==> src/rtl/ptc_seq_ctrl.sv <==
// ptc_seq_ctrl: PWM duty-cycle table sequencer driving the PTC write port; PTC_SEQ_IRQ_EN builds the sticky irq
module ptc_seq_ctrl #(
  parameter int CW = 16,
  parameter int IW = 3
) (
  input  logic          clk,
  input  logic          rst,
  input  logic          tbl_we,
  input  logic [IW-1:0] tbl_idx,
  input  logic [CW-1:0] tbl_hrc,
  input  logic [CW-1:0] tbl_lrc,
  input  logic [IW-1:0] seq_len,
  input  logic          seq_loop,
  input  logic          seq_pol,
  input  logic          start,
  input  logic          stop,
  input  logic          period_end,
  output logic [5:0]    ptc_addr,
  output logic [31:0]   ptc_wdata,
  output logic [1:0]    ptc_wr_n,
  output logic          busy,
  output logic          done,
  output logic [IW-1:0] cur_idx,
  output logic          overrun,
  output logic          irq
);
  typedef enum logic [2:0] {IDLE, W_CLR, W_HRC, W_LRC, W_EN, RUN, W_OFF} state_t;
  localparam logic [IW-1:0] ONE = 1;
  state_t state, state_n, nrm;
  logic [CW-1:0] hrc_t [2**IW];
  logic [CW-1:0] lrc_t [2**IW];
  logic [IW-1:0] idx_n;
  logic upd, upd_n, pend, pend_n, ov_n, wr, go;
  logic [4:0] a_n;
  logic [31:0] d_n;
  assign go = state == IDLE && start && !stop;
  always_comb begin
    nrm = state;
    idx_n = cur_idx;
    upd_n = upd;
    ov_n = overrun;
    pend_n = pend;
    case (state)
      IDLE:  if (go) begin
               nrm = W_CLR;
               idx_n = '0;
               ov_n = 1'b0;
               upd_n = 1'b0;
               pend_n = 1'b0;
             end
      W_CLR: nrm = W_HRC;
      W_HRC: nrm = W_LRC;
      W_LRC: nrm = upd ? RUN : W_EN;
      W_EN:  nrm = RUN;
      RUN:   if (stop) nrm = W_OFF;
             else if (period_end) begin
               nrm = (cur_idx != seq_len || seq_loop) ? W_HRC : W_OFF;
               idx_n = cur_idx != seq_len ? cur_idx + ONE : (seq_loop ? '0 : cur_idx);
               upd_n = 1'b1;
             end
      W_OFF: nrm = IDLE;
      default: nrm = IDLE;
    endcase
    if ((state == W_HRC || state == W_LRC) && upd && period_end) ov_n = 1'b1;
    state_n = nrm;
    // a stop inside a write burst lets the write in flight land, then shuts down
    if (state inside {W_CLR, W_HRC, W_LRC, W_EN}) begin
      if (pend || (stop && nrm == RUN)) state_n = W_OFF;
      else if (stop) pend_n = 1'b1;
    end
    wr = state_n != IDLE && state_n != RUN;
    a_n = state_n == W_HRC ? 5'h04 : state_n == W_LRC ? 5'h08 : 5'h0C;
    d_n = state_n == W_HRC ? 32'(hrc_t[idx_n]) :
          state_n == W_LRC ? 32'(lrc_t[idx_n]) :
          state_n == W_CLR ? 32'h080 :
          state_n == W_EN  ? 32'h009 : 32'h000;
  end
  always_ff @(posedge clk)
    if (rst) begin
      for (int i = 0; i < 2**IW; i++) begin
        hrc_t[i] <= '0;
        lrc_t[i] <= '0;
      end
    end else if (tbl_we) begin
      hrc_t[tbl_idx] <= tbl_hrc;
      lrc_t[tbl_idx] <= tbl_lrc;
    end
  always_ff @(posedge clk)
    if (rst) begin
      state <= IDLE;
      upd <= 1'b0;
      pend <= 1'b0;
      ptc_addr <= '0;
      ptc_wdata <= '0;
      ptc_wr_n <= 2'b11;
      busy <= 1'b0;
      done <= 1'b0;
      cur_idx <= '0;
      overrun <= 1'b0;
    end else begin
      state <= state_n;
      upd <= upd_n;
      pend <= pend_n;
      ptc_addr <= wr ? {seq_pol, a_n} : 6'd0;
      ptc_wdata <= wr ? d_n : 32'd0;
      ptc_wr_n <= wr ? 2'b10 : 2'b11;
      busy <= state_n != IDLE;
      done <= state_n == W_OFF;
      cur_idx <= idx_n;
      overrun <= ov_n;
    end
`ifdef PTC_SEQ_IRQ_EN
  always_ff @(posedge clk)
    if (rst || go) irq <= 1'b0;
    else if (state_n == W_OFF || (ov_n && !overrun)) irq <= 1'b1;
`else
  assign irq = 1'b0;
`endif
endmodule

==> config.mk <==
export PLATFORM = sky130hd
export DESIGN_NAME = ptc_seq_ctrl
export DESIGN_NICKNAME = d
export VERILOG_FILES = /design/src/rtl/ptc_seq_ctrl.sv
export SDC_FILE = /design/constraint.sdc
export NUM_CORES = 1
export LEC_CHECK = 0
export CAP_MARGIN = 5
export CELL_PAD_IN_SITES_DETAIL_PLACEMENT = 1
export CELL_PAD_IN_SITES_GLOBAL_PLACEMENT = 2
export CORE_ASPECT_RATIO = 1.4
export CORE_UTILIZATION = 42
export DETAILED_ROUTE_END_ITERATION = 8
export HOLD_SLACK_MARGIN = 0.02
export PLACE_DENSITY = 0.76
export SLEW_MARGIN = 20
export SYNTH_ARGS = -nofsm -noshare
export SYNTH_HDL_FRONTEND = slang
export SYNTH_SLANG_ARGS = --single-unit
==> constraint.sdc <==
create_clock -name clk -period 2.9 [get_ports clk]
set_input_delay 0.58 -clock clk [delete_from_list [all_inputs] [get_ports clk]]
set_output_delay 0.58 -clock clk [all_outputs]
set_load 0.1 [all_outputs]
==> flow_metrics.tcl <==
set metrics [dict create \
    status "complete, no violations" \
    p_leak_nw 6.67 \
    fin_skew_ps 18.7 \
    critPathSlowestCell "clkdlybuf4s50_1" \
    cts_buffers 29 \
    gp_congestion 0.789 \
    clkTransAtPathRegs_ps 60 \
    grt_pass1_wl_um 54300 \
    endpoint_kind "flop" \
    grt_setup_unrepaired "false" \
    power_frac_clock_pct 33.4 \
    drc 0 \
    yosysTopAreaCell "edfxtp_1" \
    synth-edff-count 256 \
    first_iter_violations 373 \
    cellInternalPower_mw 7.47 \
    die_y_um 215 \
    async_flop_share_pct 0 \
    pwr-share-seq_pct 46.7 \
    gr-usage-met3_pct 2.67 \
    max_clock_freq_mhz 368 \
    fin_nets 1186 \
    crit_top_cell "mux2i_1" \
    vias 8230 \
    cts_setup_buffers 0 \
    ys_seq_area_share_pct 61.3 \
    htreeDepth 1 \
    reg2reg_depth 10 \
    p_per_area_nw_per_um2 654 \
    slew_violations 0 \
    io_pins 93 \
    hold_viol_final 0 \
    die_w_um 154 \
    holdBufCountCts 0 \
    critPathMaxStageDelay_ps 500 \
    io_buffers 71 \
    clockRootBuffer "clkbuf_16" \
    wl_per_cell_um 23.0 \
    core_um2 31700 \
    grt_start_max_net_pins 33 \
    worstPathRequired_ps 3340 \
    worst_hold_path.num_cells 2 \
    grt_use_total_pct 22.1 \
    start_kind "input port" \
    drt_wl_total_um 35800 \
    cts_resized 0 \
    synth-seq-cells 287 \
    dieArea_um2 33000 \
    crit_arrival_ps 3160 \
    busiest_layer "met2" \
    pwr-share-comb_pct 19.9 \
    met1_usage_pct 26.3 \
    grt_pass1_vias 8962 \
    ys_types 56 \
    peakVddDrop_mv 0.436 \
    clockBufferDepth 3 \
    post-dp-hpwl_um 22500 \
    ys.flop_type "edfxtp_1" \
    clock_latency_ps 580 \
    start_util_pct 42.8 \
    syn2layout_area_growth_pct 19.8 \
    yosysWarnings 0 \
    tritoncts "done" \
    min_period_ps 2720 \
    netlist_top_cells_area "edfxtp_1 57%, mux2i_1 15%, and2_1 12%" \
    ant_nets 0 \
    firstDrtPassIters 4 \
    avgSynthCellArea_um2 13.5 \
    instances_no_fill 1558 \
    hp-class "reg -> reg" \
    setup_viol 0 \
    post-place-cells 1503 \
    grt_overflow 0 \
    syn_area_um2 13600 \
    worstPathCellList "clkdlybuf4s50_1 > or4b_4 > a21oi_2 > o21a_4 > a21o_4 > buf_12 > buf_4 > mux2i_1 > mux2i_1 > mux2i_1 > o22ai_1" \
    cts_sinks 287 \
    path_class "in -> reg" \
    finalPower_mw 10.6 \
    crit_fanout 14 \
    netlist.area_leader.share_pct 56.7 \
    netlist_instances 1006 \
    max_cap_violations 0 \
    swShare_pct 29.8 \
    grt.met2_usage_pct 41.1 \
    grt_antenna_before_repair 1 \
    vias_per_cell 5.28 \
    drive_gt1_share_pct 16.3 \
    num_rows 77 \
    min_period_over_period_pct 93.8 \
    switchingPower_mw 3.16 \
]
[area by class of cell]
class                      instances  area (µm²)
antenna                            1        2.50
clock buffer                      44         792
clock inverter                    10        82.6
fill                            3138       15400
inverter                           5        18.8
multi-input combinational        651        4820
sequential                       287        8310
tap                              395         494
timing repair buffer             165        1730
[critical path, delay by kind of cell]
kind	cells	cell delay, ps
and+or+nand+nor	1	480
AOI/OAI and AO/OA	4	710
muxes	3	520
buffers and inverters	3	860
[synth_stat cells (9+ instances only)]
| library cell | instances |
|---|---|
| nand3_1 | 9 |
| clkbuf_1 | 30 |
| buf_4 | 32 |
| dfxtp_1 | 31 |
| edfxtp_1 | 256 |
| a21oi_1 | 9 |
| nor2_1 | 30 |
| and2_1 | 257 |
| buf_2 | 11 |
| nand2_1 | 19 |
| o22ai_1 | 13 |
| mux2i_1 | 204 |
[logic make-up (layout without fill, tap and decap cells)]
logic type | Yosys count | after routing | share of synthesized area [%]
AO/OA/AOI/OAI | 65 | 65 | 3.78
other | 2 | 22 | 0.0554
buffers and inverters | 87 | 224 | 3.95
flip-flops | 287 | 287 | 61.3
multiplexers | 204 | 204 | 15.1
adder cells (fa/ha/maj) | 1 | 1 | 0.0923
XOR/XNOR | 3 | 3 | 0.249
AND/OR/NAND/NOR | 357 | 357 | 15.5
[state kept, by name, summed over array words and instances (netlist names)]
name	cells
pend	1
ptc_wdata	16
busy	1
state	3
cur_idx	3
done	1
ptc_wr_n	1
hrc_t	128
overrun	1
ptc_addr	3
upd	1
lrc_t	128
[worst paths after layout]
check / from / end / slack, ps
hold / removal: overrun$_SDFFE_PP0P_ / overrun$_SDFFE_PP0P_ / 500
setup / recovery: start / ptc_wdata[8]$_SDFF_PP0_ / 180
hold reg to reg: overrun$_SDFFE_PP0P_ / overrun$_SDFFE_PP0P_ / 500
setup reg to reg: state[0]$_SDFF_PP0_ / ptc_wdata[8]$_SDFF_PP0_ / 270
[metrics by stage]
step	setup slack, ps	instance area [µm²]	utilization (%)	hold slack (ps)	TNS (ps)
final	181	16300	51.3	504	0
after detailed placement	-471	15400	48.5	488	-5260
after CTS	133	16200	51.3	508	0
after global placement	-435	15400	48.5	470	-4690
after global routing	33.2	16200	51.3	547	0
after floorplan	232	13600	-	526	0
[layout by cell type (no fill, tap or decap), drive strengths merged, types with 9 or more instances in the layout]
cell type,instances
clkbuf,44
buf,120
nand2,20
dfxtp,31
a21oi,12
mux2i,204
nor2,30
o22ai,13
conb,21
edfxtp,256
nand3,9
clkdlybuf4s50,45
and2,257
[per-layer routing]
metal	share of wire, %	routed length (µm)
met3	3.9	1400
met2	53	19100
met1	41	14500
met4	2.1	750
met5	0	0
[power groups by stage]
stage          Sequential, mW  Clock (mW)  Combinational [mW]
2_1_floorplan            5.60           0               0.833
3_3_place_gp             5.04           0                2.12
3_5_place_dp             5.05           0                2.14
4_1_cts                  4.96        3.62                2.15
5_1_grt                  4.99        3.76                2.24
6_report                 4.96        3.55                2.12
Power figures use the tool's default switching activity.
==> edit, RTL diff (same flow settings) <==
Register the output `ptc_wdata` once more, with the module's reset; this adds one clock of latency there. The other outputs are not delayed to match.
--- a/src/rtl/ptc_seq_ctrl.sv
+++ b/src/rtl/ptc_seq_ctrl.sv
@@ -27,4 +27,6 @@
   typedef enum logic [2:0] {IDLE, W_CLR, W_HRC, W_LRC, W_EN, RUN, W_OFF} state_t;
   localparam logic [IW-1:0] ONE = 1;
+
+  logic [31:0] ptc_wdata_s0;
   state_t state, state_n, nrm;
   logic [CW-1:0] hrc_t [2**IW];
@@ -92,5 +94,5 @@
       pend <= 1'b0;
       ptc_addr <= '0;
-      ptc_wdata <= '0;
+      ptc_wdata_s0 <= '0;
       ptc_wr_n <= 2'b11;
       busy <= 1'b0;
@@ -103,5 +105,5 @@
       pend <= pend_n;
       ptc_addr <= wr ? {seq_pol, a_n} : 6'd0;
-      ptc_wdata <= wr ? d_n : 32'd0;
+      ptc_wdata_s0 <= wr ? d_n : 32'd0;
       ptc_wr_n <= wr ? 2'b10 : 2'b11;
       busy <= state_n != IDLE;
@@ -117,4 +119,12 @@
   assign irq = 1'b0;
 `endif
+  always_ff @(posedge clk) begin
+    if (rst) begin
+      ptc_wdata <= '0;
+    end else begin
+      ptc_wdata <= ptc_wdata_s0;
+    end
+  end
+
 endmodule
 
Check against the original RTL: not equivalent (a bounded check fails within 4 cycles, from zero or initial values and one cycle with rst high).
==> edit against the original RTL <==
- total power rose by 5.8%
- wire length rose by 20%
- clock power increased by 13%
- non-clock buffer count increased by 48
- final area is 6.2% higher
- sequential power rose by 5.6%
- synthesized area rose by 1.1%
- final cell count increased by 17%
- fmax shrank 3.4%
- worst setup slack lost 96 ps
- highest routed layer unchanged
- synthesized cell count rose by 19%
- sequential cell count grew 16
==> edit: results <==
export IMPL_synth_edf_count=256
export IMPL_yosys_cell_types_count=55
export IMPL_clock_tree_root_cell="clkbuf_16"
export IMPL_synthXorXnorAreaFrac_pct=0.192
export IMPL_synthAdderAreaFrac_pct=0.0912
export IMPL_reg_largest_list="hrc_t: 128 flops, lrc_t: 128 flops"
export IMPL_dr_first_iter_drc_count=533
export IMPL_async_reset_ff_share_pct=0
export IMPL_critPathArrivalTime_ps=3240
export IMPL_clock_latency_ps=570
export IMPL_drt_first_pass_iters=5
export IMPL_muxShareOfSynthArea_pct=0.292
export IMPL_ys_seq_area_share_pct=62.9
export IMPL_dpl_hpwl_mm=27.1
export IMPL_yosys_top_cells_area="edfxtp_1, and2_1, dfxtp_1, nand2_1, nand3_1"
export IMPL_numCtsBuffers=31
export IMPL_grt_pass1_wl_mm=63.7
export IMPL_grt_max_degree=35
export IMPL_antenna_found_initial=3
export IMPL_htreeDepth=1
export IMPL_drive_above_1_share_pct=20.5
export IMPL_clockBufferDepth=3
export IMPL_vdd_drop_max_v=0.000539
export IMPL_grt_pass1_vias=10600
export IMPL_status="completed"
export IMPL_nNetsFinal=1407
export IMPL_vias=9906
export IMPL_track_usage_pct=25.7
export IMPL_remaining_drc_errors=0
export IMPL_cts_clk_slew_worst_paths_ps=60
export IMPL_crit_fanout=19
export IMPL_fin_skew_ps=14.1
export IMPL_yosysWarningCount=0
export IMPL_synth_compound_area_share_pct=7.86
export IMPL_postPlaceCellArea_um2=15800
export IMPL_port_buffers=71
export IMPL_power_leakage_uw=0.00648
export IMPL_cpMaxStageDelayCell="or3b_4"
export IMPL_hp_class="reg -> reg"
export IMPL_synth_top_cells_by_count="and2_1, edfxtp_1, nand2_1"
export IMPL_gp_congestion=0.802
export IMPL_cpPeakStageDelay_ps=400
export IMPL_crit_family="simple AND/OR/NAND/NOR gates"
export IMPL_drt_total_wl_mm=43.1
==> edit: changes by cell type after synthesis, sizes merged, moves of 4 or more <==
cell	change
nand2	+174
nand3	+59
nor2	-6
nand2b	-5
a31oi	+23
a22oi	-4
o21ai	+6
dfxtp	+16
a311oi	+27
nor2b	+10
nor3b	+29
mux2i	-200
clkbuf	+24
a211oi	+31
==> edit: cell families (layout without fill, tap and decap cells) <==
logic type	after synthesis	count (layout)
xor gates and xnor gates	3	3
AOI/OAI and AO/OA	147	147
buffers and inverters	114	277
DFF	303	303
muxes	4	4
adders and majority gates	1	1
and+or+nand+nor	628	628
other	2	22
==> edit: where the power goes <==
part	internal [uW]	switching, uW
sequential	5080	154
combinational	667	1340
clock	2320	1680
==> edit: metal layers <==
metal  GRT usage (%)  part of all wire [%]  wire (um)  up-vias
li1                -                     -          -     4534
met1            29.7                    39      16800     5037
met4            9.14                   3.3       1420        0
met3            2.87                   4.2       1820       78
met5               0                     0          0        -
met2            48.6                    53      23000      257
==> edit: area by class of cell <==
cell class,count,area (um2)
Antenna cell,1,2.50
Clock buffer,41,853
Clock inverter,16,153
Fill cell,3303,14600
Inverter,7,26.3
Multi-Input combinational cell,804,4840
Sequential cell,303,8630
Tap cell,434,543
Timing Repair Buffer,213,2190
==> edit: worst paths after layout <==
check / to / startpoint / cells past startpoint / slack, ps
worst max-delay path: ptc_wdata_s0[7]$_SDFF_PP0_ / state[2]$_SDFF_PP0_ / 10 / 80
worst min-delay path: ptc_wdata[3]$_SDFF_PP0_ / ptc_wdata_s0[3]$_SDFF_PP0_ / 1 / 440
worst max register to register: ptc_wdata_s0[7]$_SDFF_PP0_ / state[2]$_SDFF_PP0_ / 10 / 80
worst min register to register: ptc_wdata[3]$_SDFF_PP0_ / ptc_wdata_s0[3]$_SDFF_PP0_ / 1 / 440
==> edit: through the flow <==
stage | util [%] | hold WS, ps | setup slack (ps) | instances | total power (uW)
floorplan | - | 414 | 64.9 | 1221 | 6470
global placement | 49.4 | 424 | -786 | 1744 | 7250
detailed placement | 49.4 | 428 | -760 | 1744 | 7290
CTS | 52.7 | 439 | -57.2 | 1801 | 11300
global route | 54.1 | 459 | 3.94 | 1819 | 11600
finish | 54.1 | 437 | 84.8 | 1819 | 11200
==> edit: what timing repair did <==
item	in CTS	in global routing
pin swaps	2	13
gates resized for setup	9	47
endpoints found under the setup margin	8	14
buffers inserted	0	13
cloned	0	4
